### src/rtl/branch_predict_unit.sv
// Direction predictor for the fetch stage. It keeps a direct-mapped, untagged table of
// 2-bit saturating counters. Each branch is looked up in one cycle and trained in the next.
module branch_predict_unit #(
  parameter int N           = 32,
  parameter int TABLE_DEPTH = 256,
  parameter int INDEX_WIDTH = $clog2(TABLE_DEPTH)
) (
  input  logic         clk,
  input  logic         rst,
  input  logic         i_is_branch,
  input  logic [N-1:0] i_branch_pc,
  input  logic [N-1:0] i_offset_pc,
  input  logic         i_actually_taken,
  output logic         o_prediction,
  output logic [N-1:0] o_predicted_pc
);

  typedef enum logic [1:0] {
    CNT_SNT = 2'b00,
    CNT_WNT = 2'b01,
    CNT_WT  = 2'b10,
    CNT_ST  = 2'b11
  } cnt_e;

  cnt_e                   cnt_q [TABLE_DEPTH];
  logic                   pend_valid_q;
  logic [INDEX_WIDTH-1:0] pend_idx_q;
  logic [N-1:0]           pend_pc_q;
  logic                   pend_pred_q;

  logic [INDEX_WIDTH-1:0] lookup_idx;
  cnt_e                   upd_cnt_d;
  cnt_e                   rd_cnt;
  logic                   unused_pc_bits;

  // The low two PC bits and the bits above the index do not take part in the lookup.
  assign lookup_idx     = i_branch_pc[INDEX_WIDTH+1:2];
  assign unused_pc_bits = ^{i_branch_pc[N-1:INDEX_WIDTH+2], i_branch_pc[1:0]};

  // NOTE: every variable written in always_comb gets a default first, so no path can
  // leave it unassigned and infer a latch.
  always_comb begin
    upd_cnt_d = cnt_q[pend_idx_q];
    if (i_actually_taken) begin
      if (cnt_q[pend_idx_q] != CNT_ST) upd_cnt_d = cnt_e'(cnt_q[pend_idx_q] + 2'd1);
    end else begin
      if (cnt_q[pend_idx_q] != CNT_SNT) upd_cnt_d = cnt_e'(cnt_q[pend_idx_q] - 2'd1);
    end
  end

  // A lookup that meets a training write to the same entry on the same edge
  // sees the trained value.
  always_comb begin
    rd_cnt = cnt_q[lookup_idx];
    if (pend_valid_q && (pend_idx_q == lookup_idx)) rd_cnt = upd_cnt_d;
  end

  // NOTE: the counter table is built from flops rather than RAM, because every entry
  // must return to WNT on reset. A RAM macro could not be cleared in one cycle.
  // NOTE: sequential state uses non-blocking assignments only, so that every read on
  // this edge sees the pre-edge values.
  always_ff @(posedge clk) begin
    if (rst) begin
      for (int i = 0; i < TABLE_DEPTH; i++) cnt_q[i] <= CNT_WNT;
      pend_valid_q <= 1'b0;
      pend_idx_q   <= '0;
      pend_pc_q    <= '0;
      pend_pred_q  <= 1'b0;
    end else begin
      if (pend_valid_q) cnt_q[pend_idx_q] <= upd_cnt_d;
      pend_valid_q <= i_is_branch;
      if (i_is_branch) begin
        pend_idx_q  <= lookup_idx;
        pend_pc_q   <= i_branch_pc;
        pend_pred_q <= rd_cnt[1];
      end
    end
  end

  always_comb begin
    o_prediction   = pend_valid_q & pend_pred_q;
    o_predicted_pc = '0;
    if (pend_valid_q) o_predicted_pc = pend_pred_q ? i_offset_pc : pend_pc_q + N'(4);
  end

endmodule

### config.mk
export PLATFORM = sky130hd
export DESIGN_NAME = branch_predict_unit
export DESIGN_NICKNAME = d
export VERILOG_FILES = /design/src/rtl/branch_predict_unit.sv
export SDC_FILE = /design/constraint.sdc
export NUM_CORES = 1
export LEC_CHECK = 0
export BUFFER_PORTS_ARGS = -buffer_cell sky130_fd_sc_hd__buf_2
export CAP_MARGIN = 20
export CORE_ASPECT_RATIO = 1.2
export CORE_UTILIZATION = 45
export DETAILED_ROUTE_END_ITERATION = 10
export PLACE_DENSITY = 0.67
export SYNTH_ARGS = -nofsm -noshare
export SYNTH_HDL_FRONTEND = slang
export SYNTH_SLANG_ARGS = --single-unit
### constraint.sdc
create_clock -name clk -period 4.56 [get_ports clk]
set_input_delay 1.368 -clock clk [delete_from_list [all_inputs] [get_ports clk]]
set_output_delay 1.368 -clock clk [all_outputs]
set_load 0.005 [all_outputs]
==> reports/results.ini, run 1 <==
[clock_network]
cts-root-buf = clkbuf_16
cts_made_buffers = 54
tritoncts = done
ctsHoldBuffers = 0
cts_max_level = 2
clk_latency_ns = 0.62
clkTransAtPathRegs_ns = 0.07
cts.sinks = 554
cts.path.max_buffers = 3

[placement]
place_hpwl_um = 62800
dp_cells = 3257
gp_congestion = 0.922
pre_cts_slack_ns = 0.228
port_buffers = 100

[yosys]
syn_nets = 2487
async_flop_share = 0
ys_warn_count = 0
yosysUniqueCellTypes = 62
syn_avg_cell_area_sq_um = 13.2
syn-instance-count = 2415
yosys_register_bits = 554
synth-main-ff-cell = edfxtp_1
yosysSeqAreaShare = 0.507
synth-edff-count = 512
syn_area_sq_mm = 0.0320

[finish]
diodes = 0
layout_common_cells = edfxtp_1, nand3_1, nor3_2
fin_cells = 3359
drive_above_1_share = 0.318
postLayoutCoreUtil = 0.497
nets = 2472
nFillCells = 5960
final_common_cell = edfxtp_1
syn2layout_area_growth_pct = 8.80

[critical_path]
critPathTopFamily = simple AND/OR/NAND/NOR gates
critPathLaunchType = flop
critPathKind = reg -> out
reg2reg_slack_ns = 0.38
required_ns = 3.19
rr_worst_depth = 11
cp_max_fo = 11
path_cells = nand4_1 > nor2_1 > nand3_1 > nor2_2 > and4_1 > xnor2_1 > o21ai_0 > and2_1 > buf_2
crit_arrival_ns = 2.93
endpoint_kind = output port
crit_path_max_incr_delay_ns = 0.45
r2r_end = cnt_q[40][1]$_SDFFCE_PN0P_
crit_buf_inv = 1
crit_slowest_cell = dfxtp_2

[floorplan]
die_area_sq_mm = 0.0722
core_area_sq_mm = 0.0700
start_util = 0.457
die_h_um = 294
dieWidth_um = 245
row_count = 106
pin_count = 101

[timing]
slew_headroom = 0.252
fin_worst_skew_ns = 0.0257
rsz0062_at_grt = no
fin_crit_ns = 4.30
drv_slew = 0
hold_viol = 0
post-route-worst-setup-slack_ns = 0.264
tightest_slew_ns = 1.12
finalSetupViolCount = 0
final.setup.tns_ns = 0
post-route-period-util = 0.942
max_freq_ghz = 0.233

[worst_hold_path]
hold_depth = 2
hold_start = pend_pc_q[0]$_SDFFE_PP0P_
hold_end = pend_pc_q[0]$_SDFFE_PP0P_
hold_class = reg -> reg

[power_and_ir_drop]
p_leak_nw = 10.7
vdd_drop_max_mv = 0.315
combinationalPowerShare = 0.147
p_seq_frac = 0.482
power.internal_mw = 8.69
switching_share = 0.269
switchingPower_mw = 3.20
power_density_mw_per_mm2 = 341
p_clk_frac = 0.371

[global_routing]
antenna_found_initial = 1
grt_max_degree = 72
grt_pass1_wl_um = 140000
track_usage = 0.264
grt_pass1_vias = 21700
globalRouteOverflowTotal = 0

[detailed_routing]
ant_nets = 0
drt_wl_total_um = 95100
drtIter0Drc = 2698
drc = 0
drt-vias-per-instance = 6.52
first_pass_iters = 8
via_count = 21900
wl_per_cell_um = 28.3

[outcome]
outcome = finished, final reports clean

[job]
drv_cap = 0

==> worst min-delay path: stages, from the launching register on <==
cell and delay, ns:
dfxtp_1 0.32, mux2i_1 0.07, nor2_1 0.07
==> power by group through the flow <==
stage                     clock network [mW]  logic [mW]  registers (mW)
after floorplan                            0        1.36            5.78
after CTS                               4.44        1.73            5.73
after detailed placement                   0        1.72            5.84
after global placement                     0        1.70            5.83
after global routing                    4.60        1.83            5.75
final                                   4.41        1.75            5.73
==> cell usage after synthesis (15+ instances only) <==
| master | number | area [sq um] |
|---|---|---|
| edfxtp_1 | 512 | 15400 |
| nand3_1 | 261 | 1310 |
| nor3_2 | 230 | 2300 |
| mux4_2 | 181 | 4080 |
| a21o_1 | 155 | 1160 |
| clkbuf_1 | 144 | 541 |
| nor2_1 | 101 | 379 |
| nand2_1 | 98 | 368 |
| o21bai_1 | 66 | 495 |
| buf_2 | 62 | 310 |
| mux2i_1 | 58 | 581 |
| dfxtp_1 | 42 | 841 |
| nand2b_1 | 39 | 244 |
| and2_1 | 35 | 219 |
| o21ai_0 | 33 | 165 |
| nor3_1 | 32 | 160 |
| buf_4 | 29 | 218 |
| nor2b_1 | 29 | 181 |
| buf_12 | 26 | 521 |
| a22oi_1 | 23 | 173 |
| buf_6 | 22 | 248 |
| or2_2 | 22 | 138 |
| and3_1 | 20 | 125 |
| mux4_1 | 20 | 526 |
| nand4_1 | 18 | 113 |
| xor2_1 | 18 | 158 |
| xnor2_1 | 17 | 149 |
| o22ai_1 | 15 | 93.8 |
==> state kept, by name, summed over array words and instances (netlist names), named ones only <==
signal and count:
pend_idx_q 7, pend_pc_q 25, pend_valid_q 1, cnt_q 512, pend_pred_q 1
==> cells by family after synthesis <==
logic type,Yosys count,share of synthesized area
AOI/OAI and AO/OA,338,0.0764
xor gates and xnor gates,35,0.00958
adders and majority gates,6,0.00227
buffers and inverters,313,0.0634
DFF,554,0.507
muxes,263,0.163
and+or+nand+nor,906,0.178
==> worst max-delay path by stage <==
stage / end / cells past startpoint / from / slack (ns)
3_5_place_dp: pend_pred_q$_SDFFE_PP0P_ / 11 / i_branch_pc[2] / 0.23
5_1_grt: o_predicted_pc[31] / 9 / pend_idx_q[2]$_SDFFE_PP0P_ / 0.06
2_1_floorplan: pend_pred_q$_SDFFE_PP0P_ / 10 / i_branch_pc[2] / 0.48
3_3_place_gp: pend_pred_q$_SDFFE_PP0P_ / 11 / i_branch_pc[2] / 0.22
4_1_cts: o_predicted_pc[31] / 9 / pend_idx_q[2]$_SDFFE_PP0P_ / 0.04
6_report: o_predicted_pc[31] / 9 / pend_idx_q[2]$_SDFFE_PP0P_ / 0.26
==> per-stage QoR <==
| stage | hold slack [ns] | power [mW] | area, sq um |
|---|---|---|---|
| global route | 0.554 | 12.2 | 34800 |
| global placement | 0.474 | 7.53 | 33000 |
| floorplan | 0.460 | 7.14 | 32000 |
| detailed placement | 0.489 | 7.56 | 33000 |
| finish | 0.495 | 11.9 | 34800 |
| CTS | 0.504 | 11.9 | 34700 |
==> metal layers <==
| layer | GRT usage | vias to the layer above | wire length, um |
|---|---|---|---|
| met1 | 0.339 | 11100 | 34300 |
| li1 | - | 9255 | - |
| met3 | 0.0450 | 247 | 9860 |
| met2 | 0.432 | 1338 | 45900 |
| met5 | 0 | - | 13 |
| met4 | 0.128 | 2 | 5060 |
==> layout make-up <==
cell class / instances / area [sq um] / share of cell area
multi-input cells: 1548 / 13800 / 0.397
inverters: 4 / 15.0 / 0.000431
flip-flops and latches: 554 / 16200 / 0.466
repair buffers: 238 / 1930 / 0.0553
well taps: 918 / 1150 / 0.0330
clock buffers: 63 / 1410 / 0.0404
clock inverters: 34 / 270 / 0.00776
==> what timing repair did <==
action / in CTS / in global routing
buffers inserted: 0 / 0
endpoints found under the setup margin: 3 / 9
pin swaps: 0 / 0
gates resized for setup: 1 / 4
Note: power is estimated with default switching activity, not from simulation.
==> run 2: changes to the inputs <==
--- a/config.mk
+++ b/config.mk
@@ -7,10 +7,12 @@
 export LEC_CHECK = 0
 export BUFFER_PORTS_ARGS = -buffer_cell sky130_fd_sc_hd__buf_2
 export CAP_MARGIN = 20
+export CELL_PAD_IN_SITES_DETAIL_PLACEMENT = 1
+export CELL_PAD_IN_SITES_GLOBAL_PLACEMENT = 1
 export CORE_ASPECT_RATIO = 1.2
 export CORE_UTILIZATION = 45
 export DETAILED_ROUTE_END_ITERATION = 10
-export PLACE_DENSITY = 0.67
+export PLACE_DENSITY = 0.77
 export SYNTH_ARGS = -nofsm -noshare
 export SYNTH_HDL_FRONTEND = slang
 export SYNTH_SLANG_ARGS = --single-unit
==> reports/results.ini, run 2 (synthesis gave the netlist of run 1 again) <==
[outcome]
outcome = finished, final reports clean

[detailed_routing]
drt-vias-per-instance = 6.72  ; +3.0%
wl_per_cell_um = 31.8  ; +12%
drc = 0  ; unchanged
drtIter0Drc = 2632  ; -2.4%
first_pass_iters = 5  ; -3
via_count = 22600  ; +3.1%
drt_wl_total_um = 107000  ; +12%
ant_nets = 0  ; unchanged

[power_and_ir_drop]
power_density_mw_per_mm2 = 350  ; +2.6%
vdd_drop_max_mv = 0.243  ; -23%
p_leak_nw = 10.7  ; +0.26%

[critical_path]
crit_arrival_ns = 2.97  ; +0.04 ns
critPathLaunchType = flop
cp_max_fo = 8  ; -3
critPathKind = reg -> out
endpoint_kind = output port
required_ns = 3.19  ; about the same

[job]
drv_cap = 0  ; unchanged

[floorplan]
core_area_sq_mm = 0.0700  ; unchanged
start_util = 0.457  ; unchanged
dieWidth_um = 245  ; unchanged
row_count = 106  ; unchanged
die_area_sq_mm = 0.0722  ; unchanged
die_h_um = 294  ; unchanged
pin_count = 101  ; unchanged

[timing]
drv_slew = 0  ; unchanged
post-route-period-util = 0.952  ; +0.00945
rsz0062_at_grt = no
max_freq_ghz = 0.230  ; -0.99%
fin_worst_skew_ns = 0.0285  ; +0.00281 ns
slew_headroom = 0.246  ; -0.00594
finalSetupViolCount = 0  ; unchanged
fin_crit_ns = 4.34  ; +0.0431 ns
hold_viol = 0  ; unchanged
tightest_slew_ns = 1.13  ; +0.00889 ns
post-route-worst-setup-slack_ns = 0.221  ; -0.0431 ns
final.setup.tns_ns = 0  ; unchanged

[global_routing]
grt_pass1_wl_um = 156000  ; +12%
track_usage = 0.295  ; +0.0316
globalRouteOverflowTotal = 0  ; unchanged
antenna_found_initial = 2  ; +1
grt_max_degree = 90  ; +25%
grt_pass1_vias = 23500  ; +8.3%

[placement]
port_buffers = 100  ; unchanged
gp_congestion = 0.931  ; +0.91%
place_hpwl_um = 69600  ; +11%
pre_cts_slack_ns = 0.272  ; +0.0441 ns

[finish]
nets = 2470  ; -0.081%
largestRegisters = cnt_q: 512 flops, pend_pc_q: 25 flops, pend_idx_q: 7 flops
drive_above_1_share = 0.318  ; about the same
syn2layout_area_growth_pct = 9.23
layout_common_cells = edfxtp_1, nand3_1, nor3_2
top_register = cnt_q
nFillCells = 7006  ; +18%
final_common_cell = edfxtp_1
largest_register_ffs = 512  ; unchanged

[clock_network]
ctsHoldBuffers = 0  ; unchanged
cts_made_buffers = 56  ; +3.7%
cts.path.max_buffers = 3  ; unchanged
cts.repair.resized = 1  ; unchanged
tritoncts = done
clk_latency_ns = 0.65  ; +0.03 ns
cts_max_level = 2  ; unchanged
cts.sinks = 554  ; unchanged
clkTransAtPathRegs_ns = 0.07  ; about the same
cts-root-buf = clkbuf_16
post-cts-setup-buffers = 0  ; unchanged

[worst_hold_path]
hold_class = reg -> reg

[run 2: cell types whose count changed in the layout (fill, tap and decap cells not counted), moves of 3 or more]
cell / previous run / this run
clkbuf_8: 1 / 4
clkinv_2: 11 / 5
dfxtp_1: 36 / 39
buf_8: 5 / 8
clkbuf_1: 8 / 16
clkinv_1: 14 / 11
dfxtp_2: 4 / 1
buf_4: 108 / 103
[run 2: path summary, 6_finish.rpt]
kind,slack [ns],start,endpoint,cells past startpoint
min reg2reg,0.49,pend_pc_q[0]$_SDFFE_PP0P_,pend_pc_q[0]$_SDFFE_PP0P_,2
max,0.22,pend_idx_q[1]$_SDFFE_PP0P_,o_predicted_pc[29],9
max reg2reg,0.28,flop,cnt_q[147][1]$_SDFFCE_PN0P_,11
min,0.49,pend_pc_q[0]$_SDFFE_PP0P_,pend_pc_q[0]$_SDFFE_PP0P_,2
[run 2: final cells by class]
| class | instances | area, sq um | share of cell area |
|---|---|---|---|
| Clock inverter | 28 | 315 | 0.00902 |
| Tap cell | 918 | 1150 | 0.0329 |
| Inverter | 4 | 15.0 | 0.000430 |
| Clock buffer | 76 | 1510 | 0.0432 |
| Timing Repair Buffer | 234 | 1890 | 0.0542 |
| Antenna cell | 1 | 2.50 | 0.0000716 |
| Sequential cell | 554 | 16200 | 0.464 |
| Multi-Input combinational cell | 1548 | 13800 | 0.396 |
[run 2: worst max-delay path, stage by stage (launching register included)]
cell	delay, ns
dfxtp_1	0.53
nand4_1	0.14
nor2_1	0.11
buf_4	0.15
nand3_1	0.14
nor2_1	0.41
nand2_1	0.19
o21a_1	0.21
o311a_1	0.32
buf_2	0.13
[run 2: metrics by stage]
stage                     cells  instance area, sq um  hold WS (ns)  total power, mW  utilization
after CTS                  3355                 34800         0.504             12.3        0.497
after global placement     3250                 33000         0.488             7.52        0.471
after detailed placement   3251                 33000         0.494             7.58        0.471
final                      3363                 34900         0.492             12.2        0.499
after global routing       3362                 34900         0.556             12.5        0.499
after floorplan            2415                 32000         0.460             7.14            -
[run 2: where the power goes]
| part | internal [mW] | total, mW | switching, mW |
|---|---|---|---|
| logic | 0.607 | 1.76 | 1.15 |
| clock network | 2.66 | 4.74 | 2.07 |
| registers | 5.64 | 5.75 | 0.111 |
[run 2: per-layer routing]
metal / routed length (um) / global-route usage / up-vias
met5: 23 / 0 / -
met4: 7090 / 0.176 / 4
met3: 10900 / 0.0595 / 389
met2: 52100 / 0.487 / 1424
met1: 36800 / 0.357 / 11500
li1: - / - / 9259
